$ cat src/rtl/typedefs_pkg.sv
// typedefs_pkg: types and constants shared by the fetch front-end and ctrl_unit.
package typedefs_pkg;

  localparam int INSTR_W = 32;
  localparam int PC_STEP = 4;

  // Next-PC selection produced by ctrl_unit; 2'b11 is treated like PC_PLUS4.
  typedef enum logic [1:0] {
    PC_PLUS4  = 2'b00,
    PC_TARGET = 2'b01,
    PC_JALR   = 2'b10
  } pc_src_t;

  // A redirect replaces the sequential PC with a branch or JALR target.
  function automatic logic is_redirect(input logic [1:0] src);
    return (src == PC_TARGET) || (src == PC_JALR);
  endfunction

endpackage

$ cat src/rtl/instr_fifo.sv
// instr_fifo: small in-order instruction buffer with synchronous flush and
// an occupancy count used by the fetch credit logic.
module instr_fifo #(
  parameter int DEPTH = 2,
  parameter int WIDTH = 32,
  localparam int PTR_W = (DEPTH > 1) ? $clog2(DEPTH) : 1,
  localparam int CNT_W = $clog2(DEPTH + 1)
) (
  input  logic             clk,
  input  logic             rst_n,
  input  logic             push_i,
  input  logic [WIDTH-1:0] data_i,
  input  logic             pop_i,
  input  logic             flush_i,
  output logic [WIDTH-1:0] head_o,
  output logic             empty_o,
  output logic [CNT_W-1:0] count_o
);

  logic [WIDTH-1:0] mem_q [DEPTH];
  logic [PTR_W-1:0] rd_ptr_q, rd_ptr_d;
  logic [PTR_W-1:0] wr_ptr_q, wr_ptr_d;
  logic [CNT_W-1:0] count_q, count_d;

  function automatic logic [PTR_W-1:0] ptr_inc(input logic [PTR_W-1:0] p);
    return (p == PTR_W'(DEPTH - 1)) ? '0 : p + PTR_W'(1);
  endfunction

  // Pointer and count update; a flush wins over any push or pop in the same cycle.
  always_comb begin
    rd_ptr_d = rd_ptr_q;
    wr_ptr_d = wr_ptr_q;
    count_d  = count_q;
    if (flush_i) begin
      rd_ptr_d = '0;
      wr_ptr_d = '0;
      count_d  = '0;
    end else begin
      if (push_i) wr_ptr_d = ptr_inc(wr_ptr_q);
      if (pop_i)  rd_ptr_d = ptr_inc(rd_ptr_q);
      if (push_i && !pop_i)      count_d = count_q + CNT_W'(1);
      else if (pop_i && !push_i) count_d = count_q - CNT_W'(1);
    end
  end

  // Control state registers.
  always_ff @(posedge clk or negedge rst_n) begin
    if (!rst_n) begin
      rd_ptr_q <= '0;
      wr_ptr_q <= '0;
      count_q  <= '0;
    end else begin
      rd_ptr_q <= rd_ptr_d;
      wr_ptr_q <= wr_ptr_d;
      count_q  <= count_d;
    end
  end

  // Storage needs no reset; the count decides which entries are meaningful.
  always_ff @(posedge clk) begin
    if (push_i && !flush_i) mem_q[wr_ptr_q] <= data_i;
  end

  assign head_o  = mem_q[rd_ptr_q];
  assign empty_o = (count_q == '0);
  assign count_o = count_q;

endmodule

$ cat src/rtl/fetch_unit.sv
// fetch_unit: instruction fetch front-end. Issues credit-limited sequential
// requests, buffers returned words in instr_fifo and applies next-PC
// selection on each accepted instruction. Optional macro MISALIGN_CHECK_EN
// adds fetch_misaligned and halts fetch on a redirect to a half-word target.
module fetch_unit
  import typedefs_pkg::*;
#(
  parameter int               WIDTH     = 32,
  parameter logic [WIDTH-1:0] RESET_PC  = '0,
  parameter int               BUF_DEPTH = 2
) (
  input  logic               clk,
  input  logic               rst_n,
  output logic               imem_req,
  output logic [WIDTH-1:0]   imem_addr,
  input  logic               imem_gnt,
  input  logic               imem_rvalid,
  input  logic [INSTR_W-1:0] imem_rdata,
  output logic               instr_valid,
  input  logic               instr_ready,
  output logic [INSTR_W-1:0] instr,
  output logic [WIDTH-1:0]   instr_pc,
  input  logic [1:0]         pc_src,
  input  logic [WIDTH-1:0]   branch_target,
  input  logic [WIDTH-1:0]   jalr_target
`ifdef MISALIGN_CHECK_EN
  ,
  output logic               fetch_misaligned
`endif
);

  localparam int               CW         = $clog2(BUF_DEPTH + 1);
  localparam int               CW1        = CW + 1;
  localparam logic [CW:0]      CREDIT_MAX = CW1'(BUF_DEPTH);
  localparam logic [WIDTH-1:0] STEP       = WIDTH'(PC_STEP);
  localparam logic [WIDTH-1:0] WORD_MASK  = ~(WIDTH'(3));
  localparam logic [WIDTH-1:0] JALR_MASK  = ~(WIDTH'(1));

  logic [WIDTH-1:0] fetch_pc_q, fetch_pc_d;
  logic [WIDTH-1:0] head_pc_q, head_pc_d;
  logic [CW-1:0]    outstanding_q, outstanding_d;
  logic [CW-1:0]    discard_q, discard_d;
  logic             run_q;
  logic             halted_q, halted_d;
  logic [CW-1:0]    fifo_count;
  logic [CW:0]      credit_used;
  logic             fifo_empty;
  logic             grant, accept, redirect, misalign_hit;
  logic             push, pop, flush;
  logic [WIDTH-1:0] raw_target;

  assign credit_used = {1'b0, outstanding_q} + {1'b0, fifo_count};
  assign imem_req    = run_q && !halted_q && (credit_used < CREDIT_MAX);
  assign imem_addr   = fetch_pc_q;
  assign grant       = imem_req && imem_gnt;
  assign instr_valid = !fifo_empty && !halted_q;
  assign instr_pc    = head_pc_q;
  assign accept      = instr_valid && instr_ready;
  assign redirect    = accept && is_redirect(pc_src);
  assign raw_target  = (pc_src == PC_JALR) ? (jalr_target & JALR_MASK) : branch_target;

`ifdef MISALIGN_CHECK_EN
  logic misaligned_q;
  assign misalign_hit     = raw_target[1];
  assign fetch_misaligned = misaligned_q;
`else
  assign misalign_hit = 1'b0;
`endif

  // Next-state: grant/response bookkeeping first, then accept overrides for redirects.
  always_comb begin
    fetch_pc_d    = fetch_pc_q;
    head_pc_d     = head_pc_q;
    outstanding_d = outstanding_q + CW'(grant) - CW'(imem_rvalid);
    discard_d     = discard_q;
    halted_d      = halted_q;
    push          = 1'b0;
    pop           = 1'b0;
    flush         = 1'b0;
    if (grant) fetch_pc_d = fetch_pc_q + STEP;
    if (imem_rvalid) begin
      if (discard_q != '0) discard_d = discard_q - CW'(1);
      else                 push      = 1'b1;
    end
    if (accept) begin
      if (redirect) begin
        flush      = 1'b1;
        push       = 1'b0;
        head_pc_d  = raw_target & WORD_MASK;
        fetch_pc_d = raw_target & WORD_MASK;
        discard_d  = outstanding_d;
        if (misalign_hit) halted_d = 1'b1;
      end else begin
        pop       = 1'b1;
        head_pc_d = head_pc_q + STEP;
      end
    end
  end

  // State registers; run_q holds off the first request until one cycle after reset release.
  always_ff @(posedge clk or negedge rst_n) begin
    if (!rst_n) begin
      fetch_pc_q    <= RESET_PC;
      head_pc_q     <= RESET_PC;
      outstanding_q <= '0;
      discard_q     <= '0;
      run_q         <= 1'b0;
      halted_q      <= 1'b0;
    end else begin
      fetch_pc_q    <= fetch_pc_d;
      head_pc_q     <= head_pc_d;
      outstanding_q <= outstanding_d;
      discard_q     <= discard_d;
      run_q         <= 1'b1;
      halted_q      <= halted_d;
    end
  end

`ifdef MISALIGN_CHECK_EN
  // Sticky misalignment flag, cleared only by reset.
  always_ff @(posedge clk or negedge rst_n) begin
    if (!rst_n)                       misaligned_q <= 1'b0;
    else if (redirect && misalign_hit) misaligned_q <= 1'b1;
  end
`endif

  instr_fifo #(
    .DEPTH (BUF_DEPTH),
    .WIDTH (INSTR_W)
  ) u_fifo (
    .clk     (clk),
    .rst_n   (rst_n),
    .push_i  (push),
    .data_i  (imem_rdata),
    .pop_i   (pop),
    .flush_i (flush),
    .head_o  (instr),
    .empty_o (fifo_empty),
    .count_o (fifo_count)
  );

endmodule
$ cat config.mk
export PLATFORM = sky130hd
export DESIGN_NAME = fetch_unit
export DESIGN_NICKNAME = d
export VERILOG_FILES = /design/src/rtl/typedefs_pkg.sv /design/src/rtl/instr_fifo.sv /design/src/rtl/fetch_unit.sv
export SDC_FILE = /design/constraint.sdc
export NUM_CORES = 1
export LEC_CHECK = 0
export CAP_MARGIN = 15
export CORE_ASPECT_RATIO = 1.25
export CORE_UTILIZATION = 46
export CTS_CLUSTER_SIZE = 16
export DETAILED_ROUTE_END_ITERATION = 8
export HOLD_SLACK_MARGIN = 0.03
export PLACE_DENSITY = 0.78
export SKIP_CTS_REPAIR_TIMING = 1
export SYNTH_ARGS = -nofsm -noshare
export SYNTH_HDL_FRONTEND = slang
export SYNTH_HIERARCHICAL = 1
export SYNTH_SLANG_ARGS = --single-unit
$ cat constraint.sdc
create_clock -name clk -period 5.4 [get_ports clk]
set_input_delay 1.62 -clock clk [delete_from_list [all_inputs] [get_ports clk]]
set_output_delay 1.62 -clock clk [all_outputs]
set_load 0.01 [all_outputs]
[Word level (Yosys, flattened, before mapping)]
Memories as Yosys holds them, arrays and structs flattened.
Cells that the tools add are included.
Word-level totals
  register bits: 73
  RAM bits: 64
  output and inout port bits: 98
  word-level logic and storage cells: 67
  memories: 1
Memory list
  u_fifo.mem_q: words 2, bits a word 32, read ports 1, clocked after Yosys merged registers in 0, wr ports 1, RTL line instr_fifo.sv:20  | logic [WIDTH-1:0] mem_q [DEPTH];
Operators by class
  add/subtract/negate cells: 10
  $lt $le $gt $ge: 1
  equal/unequal tests: 2
  mux-type cells: 28
  reduce and logical (&&, ||, !) cells: 17
Operator list (number)
  $mux 32: 5
  $add 32x3->32 const B: 2
  $mux 1: 16
  $mux 2: 7
  $logic_and 1x1->1: 7
  $reduce_bool 2->1: 3
  $logic_not 1->1: 4
  $sub 2x1->2 const B: 2
  $add 2x2->3: 1
  $lt 3x2->1 const B: 1
  $reduce_bool 3->1: 1
  $add 1x1->1 const B: 2
  $add 2x1->2: 1
  $add 2x1->2 const B: 1
  $eq 2x1->1 const B: 1
  $eq 2x2->1 const B: 1
  $logic_not 2->1: 1
  $sub 2x1->2: 1
  $logic_or 1x1->1: 1

[Logic depth before layout (Yosys ltp)]
Gate-level depths: netlist of run 1.
  depth after elaboration: 11
  gate-level depth with buffers: 10
  gate-level depth less buffers: 9

[Cells and area by module]
The synthesis of run 1 kept the hierarchy.
By module, submodules not included
  fetch_unit: instances 1, cells each 475, area an instance 4285.4 um^2, sequential area each 1626.6 um^2
  instr_fifo: instances 1, cells each 120, area an instance 2648.8 um^2, sequential area each 2021.9 um^2

[Worst setup path before layout of run 1]
Ideal clock, no wire load.
  kind: input port to flip-flop
  start point: input pc_src[0]
  end point: memory u_fifo.mem_q[0][0] (enable)
  setup time: 0.468 ns
  arrival time: 5.588 ns
  slack: -0.656 ns
  cell stages on the path: 8
  buffers on the path: 1
  path through: inv_1 ha_1 inv_1 nand2_1 inv_1 clkbuf_1 nor3_1 nor3b_1
On the way
  cells in the longest elaborated chain, start to end: 9
  elaborated cells on any way between the ends: 12
  classes of those cells: 2 x eq/ne; 6 x mux; 4 x reduce/logical
Ends and longest elaborated chain
  from (decl): RTL line fetch_unit.sv:23  | input logic [1:0] pc_src,
  $eq 2x1->1 / $eq 2x2->1 (equally long branches): RTL line typedefs_pkg.sv:16  | return (src == PC_TARGET) || (src == PC_JALR);
  $logic_or 1x1->1 (*): RTL line typedefs_pkg.sv:16
  $logic_and 1x1->1 (*): RTL line fetch_unit.sv:59  | assign redirect = accept && is_redirect(pc_src);
  $mux 1 (*): RTL line fetch_unit.sv:86  | if (redirect) begin
  $mux 1 (*): RTL line fetch_unit.sv:85  | if (accept) begin
  via flush: RTL line fetch_unit.sv:49  | logic push, pop, flush;
  $logic_not 1->1 (*): RTL line instr_fifo.sv:61  | if (push_i && !flush_i) mem_q[wr_ptr_q] <= data_i;
  $logic_and 1x1->1 (*): RTL line instr_fifo.sv:61
  $mux 1 (*): RTL line instr_fifo.sv:61
  $mux 1 (implied by the code) (*): RTL line instr_fifo.sv:61
  to (decl): RTL line instr_fifo.sv:20
The timed path passes the listed nets; every way through them passes the cells marked *.

[Worst setup path after layout of run 1]
  start point: input pc_src[0]
  end point: memory u_fifo.mem_q[0][22] (enable)
On the way
  elaborated cells on any way between the ends: 12
  classes of those cells: 2 x eq/ne; 6 x mux; 4 x reduce/logical
RTL lines (RTL line)
  $eq 2x1->1 / $eq 2x2->1 (equally long branches): typedefs_pkg.sv:16
  $logic_or 1x1->1 (*): typedefs_pkg.sv:16
  $logic_and 1x1->1 (*): fetch_unit.sv:59
  $mux 1 (*): fetch_unit.sv:86
  $mux 1 (*): fetch_unit.sv:85
  via push: fetch_unit.sv:49
  $logic_and 1x1->1 (*): instr_fifo.sv:61
  $mux 1 (*): instr_fifo.sv:61
  $mux 1 (implied by the code) (*): instr_fifo.sv:61
Marked as above.

==> impl_metrics.yaml, run 1 <==
outcome:
  status: "finished, violations left"
  violations: "DRC"
synth:
  synth_top_area_cell: "edfxtp_1"
  avgSynthCellArea_sq_um: 11.7
  synth-seq-area-share_pct: 52.6
  synth_common_cells: "dfrtp_1, edfxtp_1, nand2_1"
  synthAdderAreaFrac_pct: 1.19
  synth_edf_count: 64
  synth.mux.area_fraction_pct: 12.0
  synth.area.top_cells: "edfxtp_1, dfrtp_1, mux2_4, mux2i_1, a211oi_1"
  synth_area_sq_um: 6930
  synth_simple_gate_area_share_pct: 18.3
  yosysMostFrequentCell: "dfrtp_1"
  synthXorXnorAreaFrac_pct: 3.28
  ys_ff_latch: 133
  synth-compound-area-share_pct: 9.09
  synthDistinctLibCells: 59
  async_reset_ff_share_pct: 51.9
  synthCells: 595
  synth_ff_type: "dfrtp_1"
  yosysWarnings: 6
  synth_top_family_by_area: "simple AND/OR/NAND/NOR gates"
  post-synth-top-area-fraction_pct: 27.7
cells_and_area:
  fillers: 1137
  drive_above_1_share_pct: 13.7
  final_nets: 894
  syn2layout_area_growth_pct: 37.4
  multi_input_area_sq_um: 3080
  n_antenna_cell: 0
  regArea_sq_um: 3650
floorplanning:
  io_pins: 201
  core_area_sq_um: 14500
  dieWidth_um: 112
  die_h_um: 139
  rows: 49
  initial_core_util_pct: 47.7
  dieArea_sq_um: 15600
critical_path:
  crit_top_cell: "inv_1"
  crit_slowest_cell: "nor3_1"
  critPathLaunchType: "input pin"
  crit_chain: "clkdlybuf4s50_1 > inv_1 > ha_2 > inv_1 > nand2_1 > inv_1 > nor3_1 > nor3b_4 > buf_4"
  crit_required_ps: 5460
  max_stage_delay_ps: 610
  arrival_ps: 4190
  end_kind: "flip-flop"
  critPathKind: "input pin to flip-flop"
  regToRegSetupSlack_ps: 2450
  cp_max_fo: 32
global_route:
  gr-usage-all-layers_pct: 24.9
  antenna_found_initial: 0
  grt_pass1_wl_mm: 29.4
  grt_pass1_vias: 5400
  grt_max_degree: 46
  grt_overflow_total: 0
pwr:
  switching_share_pct: 36.8
  intPower_mw: 3.13
  power.leakage_nw: 3.67
  power_frac_clock_pct: 21.8
  p_sw_mw: 1.82
  seq_power_share_pct: 38.0
  power_frac_comb_pct: 40.1
  pwr_density_cell_nw_per_um2: 520
  ir_drop_v: 0.000261
drt:
  avgRoutedWirePerCell_um: 19.4
  drtPass1Iterations: 9
  drtAntennaViolNets: 0
  drt_iter0_drc: 435
  vias: 5553
  routed_via_density: 5.69
  drc: 19
  routed_wl_mm: 19.0
sta:
  setup_tns_ps: 0
  clock_skew_ps: 8.89
  worst_pin_slew_ps: 1050
  finalWorstSetupSlack_ps: 1260
  post-route-min-period_ps: 4140
  max_freq_ghz: 0.242
  relSlewSlack_pct: 30.1
  rsz0062_at_grt: "false"
  hold_viol_final: 0
  slew_viol_final: 0
  finalSetupViolCount: 0
  timing.final.crit_share_pct: 76.6
clocking:
  clk_pin_slew_ps: 60
  cts_root_buf: "clkbuf_16"
  clockBufferDepth: 2
  insertion_delay_ps: 410
  cts_tree: "yes"
  cts_inserted_buffers: 17
  cts.sinks: 133
  htreeDepth: 4
placement:
  dp_hpwl_mm: 14.2
  io_buffer_count: 192
  post-place-ws_ps: 847
  gp_congestion: 0.897
run:
  maxCapViolations: 0
min_path:
  hp-class: "flip-flop to flip-flop"
[kinds of logic (layout without fill, tap and decap cells)]
kind of cell	Yosys count	after routing
buffers and inverters	41	241
adder cells (fa/ha/maj)	6	6
multiplexers	67	67
flip-flops	133	133
AO/OA/AOI/OAI	98	98
AND/OR/NAND/NOR	222	222
other	2	5
XOR/XNOR	26	26
[placed cells by master (no fill, tap or decap), types with 3 or more instances in the layout]
cell / instances
clkdlybuf4s50_1: 191
dfrtp_1: 68
edfxtp_1: 64
nand2_1: 53
nor2_1: 45
a211oi_1: 32
mux2_4: 29
nand3_1: 26
mux2i_1: 24
o21ai_0: 20
a21oi_1: 18
xnor2_1: 17
clkbuf_16: 17
nor2b_1: 16
nand4_1: 14
and3_1: 12
mux2_2: 11
inv_1: 9
xor2_1: 9
o211ai_1: 9
a31oi_1: 8
nor3_1: 8
buf_4: 8
nor3_2: 6
and4_1: 5
or3_1: 5
o21ai_1: 5
conb_1: 5
inv_6: 5
ha_1: 4
clkinv_4: 4
inv_8: 4
nand4_2: 3
and2_1: 3
nand2b_1: 3
nor4_4: 3
mux2_1: 3
[stage by stage]
step	utilization (%)	area, sq um	hold WS [ps]	power (mW)	instances
floorplan	-	6950	490	2.86	598
global placement	61.7	8960	506	3.81	944
detailed placement	61.7	8960	531	3.88	944
CTS	65.5	9520	545	4.98	976
global route	65.5	9520	568	5.23	976
finish	65.5	9520	539	4.96	976
[critical path: cells and delay by family]
kind | cells | cell delay [ps]
AND/OR/NAND/NOR | 3 | 1050
buffers and inverters | 5 | 1190
adder cells (fa/ha/maj) | 1 | 310
[per-layer routing]
metal  track usage, %  vias to the layer above  share of wire (%)
met5                0                        -                  0
li1                 -                     2577                  -
met4             14.4                        0                5.2
met1             29.1                     2642                 38
met2             40.5                      288                 48
met3             7.53                       46                9.0
[final timing paths]
| kind | cells after the start | start | end |
|---|---|---|---|
| worst min register to register | 2 | discard_q[1] | discard_q[1] |
| worst max-delay path | 9 | pc_src[0] | u_fifo/mem_q[0][22] |
| worst min-delay path | 2 | discard_q[1] | discard_q[1] |
| max in group asynchronous | 2 | rst_n | instr_pc[17] |
| worst max register to register | 8 | u_fifo/count_o[0] | u_fifo/mem_q[0][22] |
| min in group asynchronous | 1 | rst_n | imem_addr[29] |
[power groups by stage]
| stage | clock [mW] | combinational, mW | sequential [mW] |
|---|---|---|---|
| after global routing | 1.16 | 2.14 | 1.94 |
| final | 1.08 | 1.99 | 1.89 |
| after floorplan | 0 | 1.03 | 1.83 |
| after detailed placement | 0 | 1.99 | 1.89 |
| after CTS | 1.10 | 2.00 | 1.88 |
| after global placement | 0 | 1.94 | 1.87 |
[final cells by class]
class / instances / share of cell area [%]
sequential: 133 / 38.3
multi-input combinational: 424 / 32.3
timing repair buffer: 200 / 20.8
clock buffer: 17 / 4.47
tap: 178 / 2.34
clock inverter: 15 / 1.43
inverter: 9 / 0.355
[state kept, by name (all words and copies together), names as in the netlist]
signal           count
u_fifo/wr_ptr_q      1
outstanding_q        2
u_fifo/rd_ptr_q      1
u_fifo/count_o       2
run_q                1
discard_q            2
u_fifo/mem_q        64
imem_addr           30
instr_pc            30
Power figures use the tool's default switching activity.
==> inputs of run 2 (changes only) <==
--- a/config.mk
+++ b/config.mk
@@ -7,7 +7,7 @@
 export LEC_CHECK = 0
 export CAP_MARGIN = 15
 export CORE_ASPECT_RATIO = 1.25
-export CORE_UTILIZATION = 46
+export CORE_UTILIZATION = 44
 export CTS_CLUSTER_SIZE = 16
 export DETAILED_ROUTE_END_ITERATION = 8
 export HOLD_SLACK_MARGIN = 0.03
==> constraint.sdc (replaced) <==
create_clock -name clk -period 3.4 [get_ports clk]
set_input_delay 1.02 -clock clk [delete_from_list [all_inputs] [get_ports clk]]
set_output_delay 1.02 -clock clk [all_outputs]
set_load 0.01 [all_outputs]
==> impl_metrics.yaml, run 2 (synthesized netlist as in run 1, its figures left out) <==
floorplanning:
  initial_core_util_pct: 45.6
  dieArea_sq_um: 16300
  io_pins: 201
  rows: 50
  dieWidth_um: 114
  die_h_um: 142
  core_area_sq_um: 15200
critical_path:
  cp_max_fo: 6
  critPathLaunchType: "flip-flop"
  arrival_ps: 2320
  r2r_end: "imem_addr[26]"
  regToRegSetupSlack_ps: 800
  end_kind: "output port"
  crit_required_ps: 2380
  rr_startpoint: "u_fifo/count_o[0]"
  r2r.worst_path.cells: 8
  critPathKind: "flip-flop to output port"
min_path:
  hold_start: "discard_q[0]"
  worst_hold_path.num_cells: 2
  hp-class: "flip-flop to flip-flop"
  holdPathEnd: "discard_q[0]"
drt:
  drtAntennaViolNets: 0
  drc: 0
  drt_iter0_drc: 377
  routed_via_density: 5.39
  routed_wl_mm: 19.3
  drtPass1Iterations: 4
  avgRoutedWirePerCell_um: 18.7
  vias: 5542
outcome:
  status: "complete, no violations"
cells_and_area:
  largest-register: "u_fifo/mem_q"
  n_antenna_cell: 0
  fillers: 1178
  final_nets: 917
  final_area_sq_um: 9830
  final_cell_mix: "clkdlybuf4s50_1, dfrtp_1, edfxtp_1"
  syn2layout_area_growth_pct: 41.7
  drive_above_1_share_pct: 16.4
  layout_commonest_cell: "clkdlybuf4s50_1"
  largest_reg_flops: 64
global_route:
  gr-usage-all-layers_pct: 24.7
  grt_overflow_total: 0
  grt_max_degree: 70
  antenna_found_initial: 0
  grt_pass1_wl_mm: 29.8
  grt_pass1_vias: 5615
pwr:
  power.leakage_nw: 3.82
  ir_drop_v: 0.000424
  power.total_mw: 8.06
  pwr_density_cell_nw_per_um2: 820
placement:
  gp_congestion: 0.906
  dpl_cell_area_sq_um: 9240
  io_buffer_count: 192
  dp_hpwl_mm: 14.8
clocking:
  cts_inserted_buffers: 17
  clockBufferDepth: 2
  clk_pin_slew_ps: 60
  cts_root_buf: "clkbuf_16"
  cts_tree: "yes"
  cts.sinks: 133
  insertion_delay_ps: 420
  htreeDepth: 4
sta:
  holdWs_ps: 569
  clock_skew_ps: 9.93
  max_freq_ghz: 0.300
  rsz0062_at_grt: "false"
  hold_viol_final: 0
  setup_tns_ps: 0
  relSlewSlack_pct: 64.0
  timing.final.crit_share_pct: 98.1
  post-route-min-period_ps: 3340
  slew_viol_final: 0
  worst_pin_slew_ps: 536
  finalSetupViolCount: 0
run:
  maxCapViolations: 0
-- run 2: worst max-delay path by stage --
stage,startpoint,to,slack [ps],cells after the start
CTS,u_fifo/count_o[0],imem_req,-40,4
finish,u_fifo/count_o[0],imem_req,60,4
floorplan,pc_src[0],u_fifo/mem_q[0][0],20,8
global route,u_fifo/count_o[0],imem_req,4,4
global placement,pc_src[0],u_fifo/mem_q[0][7],320,9
detailed placement,pc_src[0],u_fifo/mem_q[0][16],290,9
-- run 2: layout make-up --
class / count / area (sq um) / area share (%)
inverters: 9 / 33.8 / 0.344
multi-input cells: 424 / 3100 / 31.6
flip-flops and latches: 133 / 3650 / 37.1
well taps: 208 / 260 / 2.65
repair buffers: 223 / 2200 / 22.4
clock inverters: 15 / 156 / 1.59
clock buffers: 17 / 425 / 4.33
-- run 2: worst max-delay path: stages, from the launching register on --
cell,delay [ps]
dfrtp_1,440
and2_1,180
fa_1,480
nor3b_2,230
clkdlybuf4s50_1,570
-- run 2: per-stage QoR --
stage / utilization, % / instances / setup slack [ps]
2_1_floorplan: - / 598 / 15.9
3_3_place_gp: 60.8 / 997 / 317
3_5_place_dp: 60.8 / 997 / 293
4_1_cts: 64.6 / 1029 / -36.8
5_1_grt: 64.7 / 1029 / 3.72
6_report: 64.7 / 1029 / 64.4
-- run 2: per-layer routing --
| layer | GRT usage (%) | wire [um] | vias up |
|---|---|---|---|
| li1 | - | - | 2622 |
| met4 | 13.3 | 869 | 0 |
| met3 | 6.56 | 1500 | 44 |
| met5 | 0 | 0 | - |
| met1 | 27.7 | 7420 | 2619 |
| met2 | 42.6 | 9470 | 257 |
-- run 2: power breakdown --
| part | total (mW) | leakage [nW] | internal, mW | switching, mW |
|---|---|---|---|---|
| Sequential | 2.91 | 1.39 | 2.25 | 0.660 |
| Combinational | 3.34 | 2.14 | 1.84 | 1.50 |
| Clock | 1.80 | 0.278 | 1.04 | 0.768 |
